**src/rtl/mem_port_arbiter_pkg.sv**
```systemverilog
// Shared types and helpers for the memory port arbiter.
// Holds the FSM state encoding and the grant index width helper.
package mem_arb_pkg;

    typedef enum logic [0:0] {
        IDLE = 1'b0,
        WAIT = 1'b1
    } arb_state_t;

    localparam int MIN_IDX_W = 1;

    function automatic int idx_width(input int n);
        if (n > 1) begin
            return $clog2(n);
        end else begin
            return MIN_IDX_W;
        end
    endfunction

endpackage

```
**src/rtl/mem_port_arbiter_rr_picker.sv**
```systemverilog
// Combinational round-robin picker: first eligible index at or after rr_ptr,
// wrapping modulo NUM_REQ.
module rr_picker
    import mem_arb_pkg::*;
#(
    parameter int NUM_REQ = 4,
    parameter int IDX_W   = idx_width(NUM_REQ)
) (
    input  logic [NUM_REQ-1:0] eligible,
    input  logic [IDX_W-1:0]   rr_ptr,
    output logic               found,
    output logic [IDX_W-1:0]   index
);

    int cand_s;

    // Scan from rr_ptr upward, wrapping once, and keep the first hit
    always_comb begin
        found  = 1'b0;
        index  = {IDX_W{1'b0}};
        cand_s = 0;
        for (int k = 0; k < NUM_REQ; k++) begin
            cand_s = int'(rr_ptr) + k;
            if (cand_s >= NUM_REQ) begin
                cand_s = cand_s - NUM_REQ;
            end else begin
                cand_s = cand_s;
            end
            if (!found && eligible[cand_s]) begin
                found = 1'b1;
                index = IDX_W'(cand_s);
            end else begin
                found = found;
            end
        end
    end

endmodule

```
**src/rtl/mem_port_arbiter.sv**
```systemverilog
// Shares one memory backend port between NUM_REQ requesters with round-robin
// arbitration, one outstanding transaction, and sticky per-requester done/data.
module mem_port_arbiter
    import mem_arb_pkg::*;
#(
    parameter int NUM_REQ = 4,
    parameter int ADDR_W  = 32,
    parameter int DATA_W  = 32
) (
    input  logic                        clk,
    input  logic                        rst,
    input  logic [NUM_REQ-1:0]          req_r_en,
    input  logic [NUM_REQ-1:0]          req_w_en,
    input  logic [NUM_REQ-1:0]          req_avail,
    input  logic [NUM_REQ*ADDR_W-1:0]   req_ptr,
    input  logic [NUM_REQ*DATA_W-1:0]   req_data_store,
    input  logic [NUM_REQ-1:0]          req_write_through,
    output logic [NUM_REQ-1:0]          req_done,
    output logic [NUM_REQ*DATA_W-1:0]   req_data_load,
    output logic                        mem_req,
    output logic                        mem_we,
    output logic [ADDR_W-1:0]           mem_addr,
    output logic [DATA_W-1:0]           mem_wdata,
    output logic                        mem_write_through,
    input  logic                        mem_ack,
    input  logic [DATA_W-1:0]           mem_rdata,
    output logic                        busy,
    output logic [$clog2(NUM_REQ)-1:0]  grant_id
);

    localparam int IDX_W = idx_width(NUM_REQ);

    arb_state_t          state_r;
    logic [IDX_W-1:0]    rr_ptr_r;
    logic [NUM_REQ-1:0]  eligible_s;
    logic                found_s;
    logic [IDX_W-1:0]    pick_s;

    assign eligible_s = req_avail & (req_r_en | req_w_en) & ~req_done;

    rr_picker #(
        .NUM_REQ (NUM_REQ),
        .IDX_W   (IDX_W)
    ) u_picker (
        .eligible (eligible_s),
        .rr_ptr   (rr_ptr_r),
        .found    (found_s),
        .index    (pick_s)
    );

    // Arbiter FSM with registered backend outputs and sticky done/data slots
    always_ff @(posedge clk) begin
        if (rst) begin
            state_r           <= IDLE;
            rr_ptr_r          <= {IDX_W{1'b0}};
            req_done          <= {NUM_REQ{1'b0}};
            req_data_load     <= {(NUM_REQ*DATA_W){1'b0}};
            mem_req           <= 1'b0;
            mem_we            <= 1'b0;
            mem_addr          <= {ADDR_W{1'b0}};
            mem_wdata         <= {DATA_W{1'b0}};
            mem_write_through <= 1'b0;
            busy              <= 1'b0;
            grant_id          <= {IDX_W{1'b0}};
        end else begin
            // Done clears whenever its owner lets go of avail; the set below
            // only fires for a grantee that still holds avail, so no conflict.
            for (int i = 0; i < NUM_REQ; i++) begin
                if (!req_avail[i]) begin
                    req_done[i] <= 1'b0;
                end
            end
            case (state_r)
                IDLE: begin
                    if (found_s) begin
                        grant_id          <= pick_s;
                        mem_addr          <= req_ptr[int'(pick_s)*ADDR_W +: ADDR_W];
                        mem_wdata         <= req_data_store[int'(pick_s)*DATA_W +: DATA_W];
                        mem_we            <= req_w_en[pick_s];
                        mem_write_through <= req_write_through[pick_s];
                        mem_req           <= 1'b1;
                        busy              <= 1'b1;
                        state_r           <= WAIT;
                    end
                end
                WAIT: begin
                    if (mem_ack) begin
                        mem_req <= 1'b0;
                        busy    <= 1'b0;
                        state_r <= IDLE;
                        if (grant_id == IDX_W'(NUM_REQ - 1)) begin
                            rr_ptr_r <= {IDX_W{1'b0}};
                        end else begin
                            rr_ptr_r <= grant_id + IDX_W'(1);
                        end
                        if (req_avail[grant_id]) begin
                            req_done[grant_id] <= 1'b1;
                            if (!mem_we) begin
                                req_data_load[int'(grant_id)*DATA_W +: DATA_W] <= mem_rdata;
                            end
                        end
                    end
                end
                default: begin
                    state_r <= IDLE;
                    mem_req <= 1'b0;
                    busy    <= 1'b0;
                end
            endcase
        end
    end

endmodule

```
**config.mk**
```make
export PLATFORM = sky130hd
export DESIGN_NAME = mem_port_arbiter
export DESIGN_NICKNAME = d
export VERILOG_FILES = /design/src/rtl/mem_port_arbiter_pkg.sv /design/src/rtl/mem_port_arbiter_rr_picker.sv /design/src/rtl/mem_port_arbiter.sv
export SDC_FILE = /design/constraint.sdc
export NUM_CORES = 1
export LEC_CHECK = 0
export ABC_AREA = 1
export ABC_CLOCK_PERIOD_IN_PS = 2400
export CORE_AREA = 5 5 196 198
export CTS_CLUSTER_SIZE = 40
export DETAILED_ROUTE_END_ITERATION = 7
export DIE_AREA = 0 0 201 203
export PLACE_DENSITY = 0.59
export SETUP_SLACK_MARGIN = 0.5
export SYNTH_ARGS = -nofsm -noshare
export SYNTH_HDL_FRONTEND = slang
export SYNTH_SLANG_ARGS = --single-unit
```
**constraint.sdc**
```tcl
create_clock -name clk -period 2.4 [get_ports clk]
set_input_delay 0.36 -clock clk [delete_from_list [all_inputs] [get_ports clk]]
set_output_delay 0.36 -clock clk [all_outputs]
set_load 0.02 [all_outputs]
```
==> metrics.cfg, run 1 <==
[timing]
setup_viol = 0
worst_pin_slew_ps = 884.5
hold_ws_ps = 229.2
clock_skew_ps = 9.118
max_clock_freq_ghz = 0.4504
finalSetupTns_ps = 0
fin_crit_sh_pct = 92.50
final-max-slew-violation-count = 0
min_period_ps = 2220
slew_headroom_pct = 40.97
finalHoldViolCount = 0
rsz0062_at_grt = yes

[final_layout]
fillCellCount = 3399
register_area_um2 = 4101
final_area_um2 = 20570
area_growth_pct = 86.29
multiInputGateArea_um2 = 6539
final_cell_mix = clkdlybuf4s50_1 (416), nand2_1 (377), nand3_1 (230), nor2_1 (203), inv_1 (201)
fin_nets = 2663
drive_above_1_share_pct = 18.27
layout_commonest_cell = clkdlybuf4s50_1

[placed_design]
place_area_um2 = 17110
port_buffers = 508
routabilityCongestion = 0.9129
hpwlAfterDp_um = 38550

[power_and_ir_drop]
power_density_nw_per_um2 = 812.4
p_clk_share_pct = 23.3
p_int_w = 0.01018
worst_ir_drop_vdd_uv = 404.4
switchingPower_w = 0.006530
sequentialPowerShare_pct = 24.4
pwr-share-comb_pct = 52.3
p_total_w = 0.01671
switching_share_pct = 39.08
leakage_nw = 9.720

[floorplanning]
die_area_um2 = 40800
core_area_um2 = 36350
start_util_pct = 30.38
rows = 70
die_width_um = 201
ioPinCount = 509
die_y_um = 203

[global_route]
grt_pass1_vias = 13800
antenna_found_initial = 6
grt_overflow = 0
grt_pass1_wl_um = 80920
grt_usage_pct = 25.06
grt_max_degree = 78

[yosys]
yosysWarnings = 0
synth_mux_area_share_pct = 0
synth_adder_area_share_pct = 0.9066
ys_ff_latch = 204
synth_top_family_by_area = simple AND/OR/NAND/NOR gates
ys_seq_area_share_pct = 36.99
synthesis.nets = 2078
synth-simple-area-share_pct = 41.98
synth-compound-area-share_pct = 7.593
syn-instance-count = 1763
ys_types = 27
synth_area_per_cell_um2 = 6.262
synthXorXnorAreaFrac_pct = 0.1587
netlist_area_um2 = 11040

[hold_path]
hp-class = primary input to register

[clocking]
cts_tree = done
cts-root-buf = clkbuf_16
cts_inserted_buffers = 25
cts.htree.levels = 1
worstSkewPairLatency_ps = 520
ctsLongestPathBuffers = 3
clock_sinks = 204
clkSlewWorstSetupHoldPaths_ps = 60

[critical_path]
crit_start = rr_ptr_r[0]
rrSetupSlack_ps = 180
cp_max_fo = 7
timing.rr.start = rr_ptr_r[0]
critical_path_class = register to register
start_kind = register
reg2regPathDepth = 14
critPathCapture = mem_addr[27]
reg2reg_to = mem_addr[27]
required_ps = 2810
cp-end-kind = register
crit_arrival_ps = 2630

[route]
drt_iter0_drc = 660
wirelength_um = 57390
vias = 14110
vias_per_cell = 4.970
wl_per_cell_um = 20.22
drc = 0
dr.pass1.iters = 5
drtAntennaViolNets = 0

[run_status]
run_status = complete, no violations

[job]
drv_cap = 0

## power by group through the flow
stage / sequential (W) / clock (W) / combinational, W
floorplan: 0.00457 / 0 / 0.00310
global placement: 0.00409 / 0 / 0.00660
detailed placement: 0.00410 / 0 / 0.00662
CTS: 0.00405 / 0.00399 / 0.00786
global route: 0.00412 / 0.00411 / 0.00937
finish: 0.00407 / 0.00390 / 0.00874
## metrics by stage
| stage | worst slack [ps] | instances | util, % |
|---|---|---|---|
| global placement | -261.2 | 2700 | 47.07 |
| CTS | 332.4 | 2794 | 52.89 |
| finish | 180.0 | 2838 | 56.59 |
| floorplan | 502.1 | 1763 | - |
| global route | 81.46 | 2838 | 56.59 |
| detailed placement | -305.3 | 2700 | 47.07 |
## worst min-delay path by stage
stage                        from                  to  slack [ps]  cells past startpoint
6_report                      rst   req_data_load[88]         230                      2
4_1_cts              req_avail[1]         req_done[1]         210                      3
5_1_grt              req_avail[1]         req_done[1]         240                      3
3_3_place_gp    req_data_load[67]   req_data_load[67]         450                      2
3_5_place_dp   req_data_load[111]  req_data_load[111]         460                      2
2_1_floorplan             state_r             state_r         490                      2
## final cells by class
type                       count  share of cell area (%)
sequential                   204                   19.94
inverter                     211                   3.960
timing repair buffer         684                   37.24
multi-input combinational   1221                   31.79
timing repair inverter         1                 0.03650
tap                          468                   2.847
clock inverter                 6                  0.4076
antenna                        6                 0.07300
clock buffer                  37                   3.699
## state kept, by name, summed over array words and instances, names as in the netlist, 2 cells and up
register       flops
req_done           4
rr_ptr_r           2
grant_id           2
req_data_load    128
mem_wdata         32
mem_addr          32
## cells in the mapped netlist
cell	number	area, µm²
nand2_2	4	25.02
a21oi_1	138	690.7
xor2_1	1	8.760
nand2_1	411	1543
clkinv_1	1	3.750
a211oi_1	1	7.510
buf_6	2	22.52
nor3b_1	35	262.8
buf_1	7	26.28
and2_1	1	6.260
inv_1	208	780.8
nor3_1	9	45.04
o21ai_0	28	140.1
buf_4	12	90.09
nand3_1	246	1231
nor2_4	1	11.26
clkbuf_1	76	285.3
buf_2	30	150.1
or3_1	89	556.8
nand2_4	1	11.26
ha_1	8	100.1
nand4_1	3	18.77
nor2_2	3	18.77
inv_2	2	7.510
xnor2_1	1	8.760
nor2_1	241	904.6
dfxtp_1	204	4084
## logic make-up (layout without fill, tap and decap cells)
| logic type | count (synthesis) | count (layout) |
|---|---|---|
| adder cells (fa/ha/maj) | 8 | 8 |
| AO/OA/AOI/OAI | 167 | 167 |
| buffers and inverters | 338 | 939 |
| flip-flops | 204 | 204 |
| AND/OR/NAND/NOR | 1044 | 1044 |
| other | 0 | 6 |
| XOR/XNOR | 2 | 2 |
## timing repair
action | 4_1_cts | 5_1_grt
hold buffers | 0 | 0
gates resized for setup | 190 | 216
pin swaps | 24 | 59
cloned | 18 | 21
setup buffers | 33 | 17
setup endpoints to repair | 193 | 237
## critical path, cell delays in order (launching register included)
cell and delay, ps:
dfxtp_4 460, xor2_2 220, buf_4 160, nand2_4 50
nand2_4 60, nand4_1 100, nand2_2 140, nand2_4 130
buf_6 140, buf_6 110, buf_12 110, buf_16 140
nand2_4 50, nor3b_4 180, nor2_1 50
## metal layers
layer / part of all wire, % / GRT usage (%)
met5: 0 / 0
met4: 3.9 / 9.587
met3: 8.4 / 6.357
met2: 50 / 44.02
met1: 38 / 29.44
No activity file was read; power rests on OpenSTA's default activity.
==> run 2: changes to the inputs <==
- ABC_AREA: 1 -> default
- CORE_AREA: 5 5 196 198 -> 2 2 197 199
- DIE_AREA: 0 0 201 203 -> 0 0 199 201
- PLACE_DENSITY: 0.59 -> 0.51
==> metrics.cfg, run 2 <==
[clocking]
cts_tree = done
cts_inserted_buffers = 26  ; +4.0%
clock_sinks = 204  ; unchanged
cts-root-buf = clkbuf_16
ctsLongestPathBuffers = 3  ; unchanged
holdBufCountCts = 0  ; unchanged
cts.htree.levels = 1  ; unchanged
clkSlewWorstSetupHoldPaths_ps = 60  ; about the same
worstSkewPairLatency_ps = 540  ; +20 ps

[yosys]
yosysMostFrequentCell = dfxtp_1
syn-instance-count = 1020  ; -42%
yosysTopAreaCellShare_pct = 45.04  ; +8.0 points
synth_top_family_by_area = simple AND/OR/NAND/NOR gates
synth-simple-area-share_pct = 17.47  ; -25 points
synth_edf_count = 0  ; unchanged
synthArstFlopShare_pct = 0  ; unchanged
ys_seq_area_share_pct = 45.04  ; +8.0 points
synthFlopType = dfxtp_1
synthXorXnorAreaFrac_pct = 0  ; -0.16 points
ys_ff_latch = 204  ; unchanged
netlist_area_um2 = 9067  ; -18%
synth_mux_area_share_pct = 14.94  ; +15 points
synthesis.nets = 1335  ; -36%
synth_area_leaders = dfxtp_1 (45%), mux2i_1 (15%), nand2_1 (8.4%), a21oi_1 (7.4%), nand3_1 (7.2%)
yosys.area.top_type = dfxtp_1
yosysWarnings = 0  ; unchanged
synth_adder_area_share_pct = 1.104  ; +0.20 points
synth_area_per_cell_um2 = 8.890  ; +42%
synth-compound-area-share_pct = 14.99  ; +7.4 points
synth_common_cells = dfxtp_1 (204), nand2_1 (202), a21oi_1 (134), mux2i_1 (132), nand3_1 (130)
ys_types = 31  ; +15%

[timing]
clock_skew_ps = 12.84  ; +3.721 ps
fin_crit_sh_pct = 87.54  ; -5.0 points
min_period_ps = 2101  ; -119.0 ps
max_clock_freq_ghz = 0.4760  ; +5.7%
final-max-slew-violation-count = 0  ; unchanged
slew_headroom_pct = 57.99  ; +17 points
rsz0062_at_grt = yes
setup_ws_ps = 299.0  ; +119.0 ps
setup_viol = 0  ; unchanged
hold_ws_ps = 139.6  ; -89.67 ps
finalSetupTns_ps = 0  ; unchanged
worst_pin_slew_ps = 630.2  ; -254.4 ps
finalHoldViolCount = 0  ; unchanged

[final_layout]
drive_above_1_share_pct = 21.20  ; +2.9 points
fin_nets = 1897  ; -29%
fillCellCount = 3604  ; +6.0%
largestRegisters = req_data_load x128, mem_addr x32, mem_wdata x32
final_cell_mix = clkdlybuf4s50_1 (376), dfxtp_1 (199), nand2_1 (197), a21oi_1 (132), nand3_1 (130)
layoutNonFillerInstCount = 2129  ; -25%
layout_commonest_cell = clkdlybuf4s50_1
finish.utilization_pct = 48.23  ; -8.4 points
largest_reg_flops = 128  ; unchanged
area_growth_pct = 102.7
regMostFlops = req_data_load

[critical_path]
critPathCapture = mem_addr[25]
cp-end-kind = register
rrSetupSlack_ps = 300  ; +120 ps
crit_arrival_ps = 2520  ; -110 ps
start_kind = register
critical_path_class = register to register
required_ps = 2820  ; about the same
reg2reg_to = mem_addr[25]
cp_max_fo = 8  ; +1
timing.rr.start = req_done[0]
reg2regPathDepth = 11  ; -3
crit_start = req_done[0]

[route]
dr.pass1.iters = 6  ; +1
wirelength_um = 52530  ; -8.5%
vias = 10330  ; -27%
wl_per_cell_um = 24.67  ; +22%
drtAntennaViolNets = 0  ; unchanged
drc = 0  ; unchanged
vias_per_cell = 4.851  ; -2.4%
drt_iter0_drc = 519  ; -21%

[placed_design]
hpwlAfterDp_um = 33750  ; -12%
port_buffers = 508  ; unchanged
place_inst = 2001  ; -26%
place_ws_ps = -207.1  ; +98.21 ps
routabilityCongestion = 0.9116  ; -0.14%

[floorplanning]
die_width_um = 199  ; -1.0%
start_util_pct = 23.79  ; -6.6 points
rows = 72  ; +2.9%
die_area_um2 = 40000  ; -2.0%
ioPinCount = 509  ; unchanged
die_y_um = 201  ; -0.99%
core_area_um2 = 38110  ; +4.8%

[run_status]
run_status = complete, no violations

[global_route]
grt_max_degree = 133  ; +71%
grt_pass1_vias = 10130  ; -27%
grt_usage_pct = 23.41  ; -1.7 points
grt_pass1_wl_um = 68820  ; -15%
grt_overflow = 0  ; unchanged
antenna_found_initial = 17  ; +11

[power_and_ir_drop]
worst_ir_drop_vdd_uv = 493.3  ; +22%
power_density_nw_per_um2 = 588.6  ; -28%
leakage_nw = 7.442  ; -23%

[job]
drv_cap = 0  ; unchanged

[hold_path]
hp-class = primary input to register

-- run 2: changes by cell type in the layout (fill, tap and decap cells not counted), sizes merged, moves of 15 or more --
cell and delta:
nand2 -214, dlygate4sd2 +37, nor3b -32, nor2 -232
nand3 -116, buf -63, o21ai -27, or3 -88
clkdlybuf4s50 -40, and2 +15, o221ai +67, inv -204
mux2i +132
-- run 2: layer usage --
| metal | part of all wire [%] | vias up | GRT usage, % |
|---|---|---|---|
| met5 | 0.084 | - | 0 |
| met4 | 2.8 | 6 | 7.889 |
| met3 | 10 | 86 | 9.224 |
| met2 | 50 | 470 | 40.27 |
| met1 | 37 | 4934 | 26.17 |
| li1 | - | 4832 | - |
-- run 2: cell families after synthesis --
group | after synthesis
compound gates | 214
fa+ha+maj | 8
buf+inv | 98
flops | 204
mux | 134
simple gates | 362
-- run 2: how the worst min path moves through the flow --
stage | from | depth (start not counted) | endpoint
floorplan | rr_ptr_r[1] | 2 | rr_ptr_r[1]
global placement | req_data_load[47] | 2 | req_data_load[47]
detailed placement | req_data_load[41] | 2 | req_data_load[41]
CTS | rst | 2 | grant_id[0]
global route | rst | 2 | busy
finish | rst | 2 | grant_id[0]
-- run 2: stage by stage --
| step | power (W) | area [µm²] |
|---|---|---|
| 2_1_floorplan | 0.004741 | 9094 |
| 3_3_place_gp | 0.006092 | 14930 |
| 3_5_place_dp | 0.006083 | 14930 |
| 4_1_cts | 0.01041 | 17050 |
| 5_1_grt | 0.01120 | 18380 |
| 6_report | 0.01082 | 18380 |
-- run 2: worst max-delay path, stage by stage, from the launching register on --
cell and delay, ps:
dfxtp_2 330, nand2b_4 150, or2_4 240, buf_6 120, o221ai_4 180, a21oi_4 100
buf_6 130, buf_12 150, buf_6 130, buf_16 140, mux2i_2 170, o221ai_1 140
-- run 2: repair_timing --
action / in CTS / in global routing
resized for setup: 240 / 200
pin swaps: 41 / 42
endpoints found under the hold margin: 0 / 0
endpoints found under the setup margin: 276 / 238
cloned: 21 / 21
setup buffers: 19 / 10
-- run 2: layout make-up --
| cell class | instances | area [µm²] | share of cell area (%) |
|---|---|---|---|
| timing repair buffer | 613 | 6874 | 37.40 |
| tap | 518 | 648.1 | 3.526 |
| sequential | 204 | 4093 | 22.27 |
| clock buffer | 39 | 789.5 | 4.295 |
| antenna | 12 | 30.03 | 0.1634 |
| multi-input combinational | 731 | 5876 | 31.97 |
| inverter | 6 | 26.28 | 0.1430 |
| clock inverter | 6 | 43.79 | 0.2383 |
-- run 2: where the power goes --
part | internal [W] | total [W] | switching [W]
registers | 0.00357 | 0.00368 | 0.000115
clock network | 0.00225 | 0.00384 | 0.00159
logic | 0.00177 | 0.00329 | 0.00152
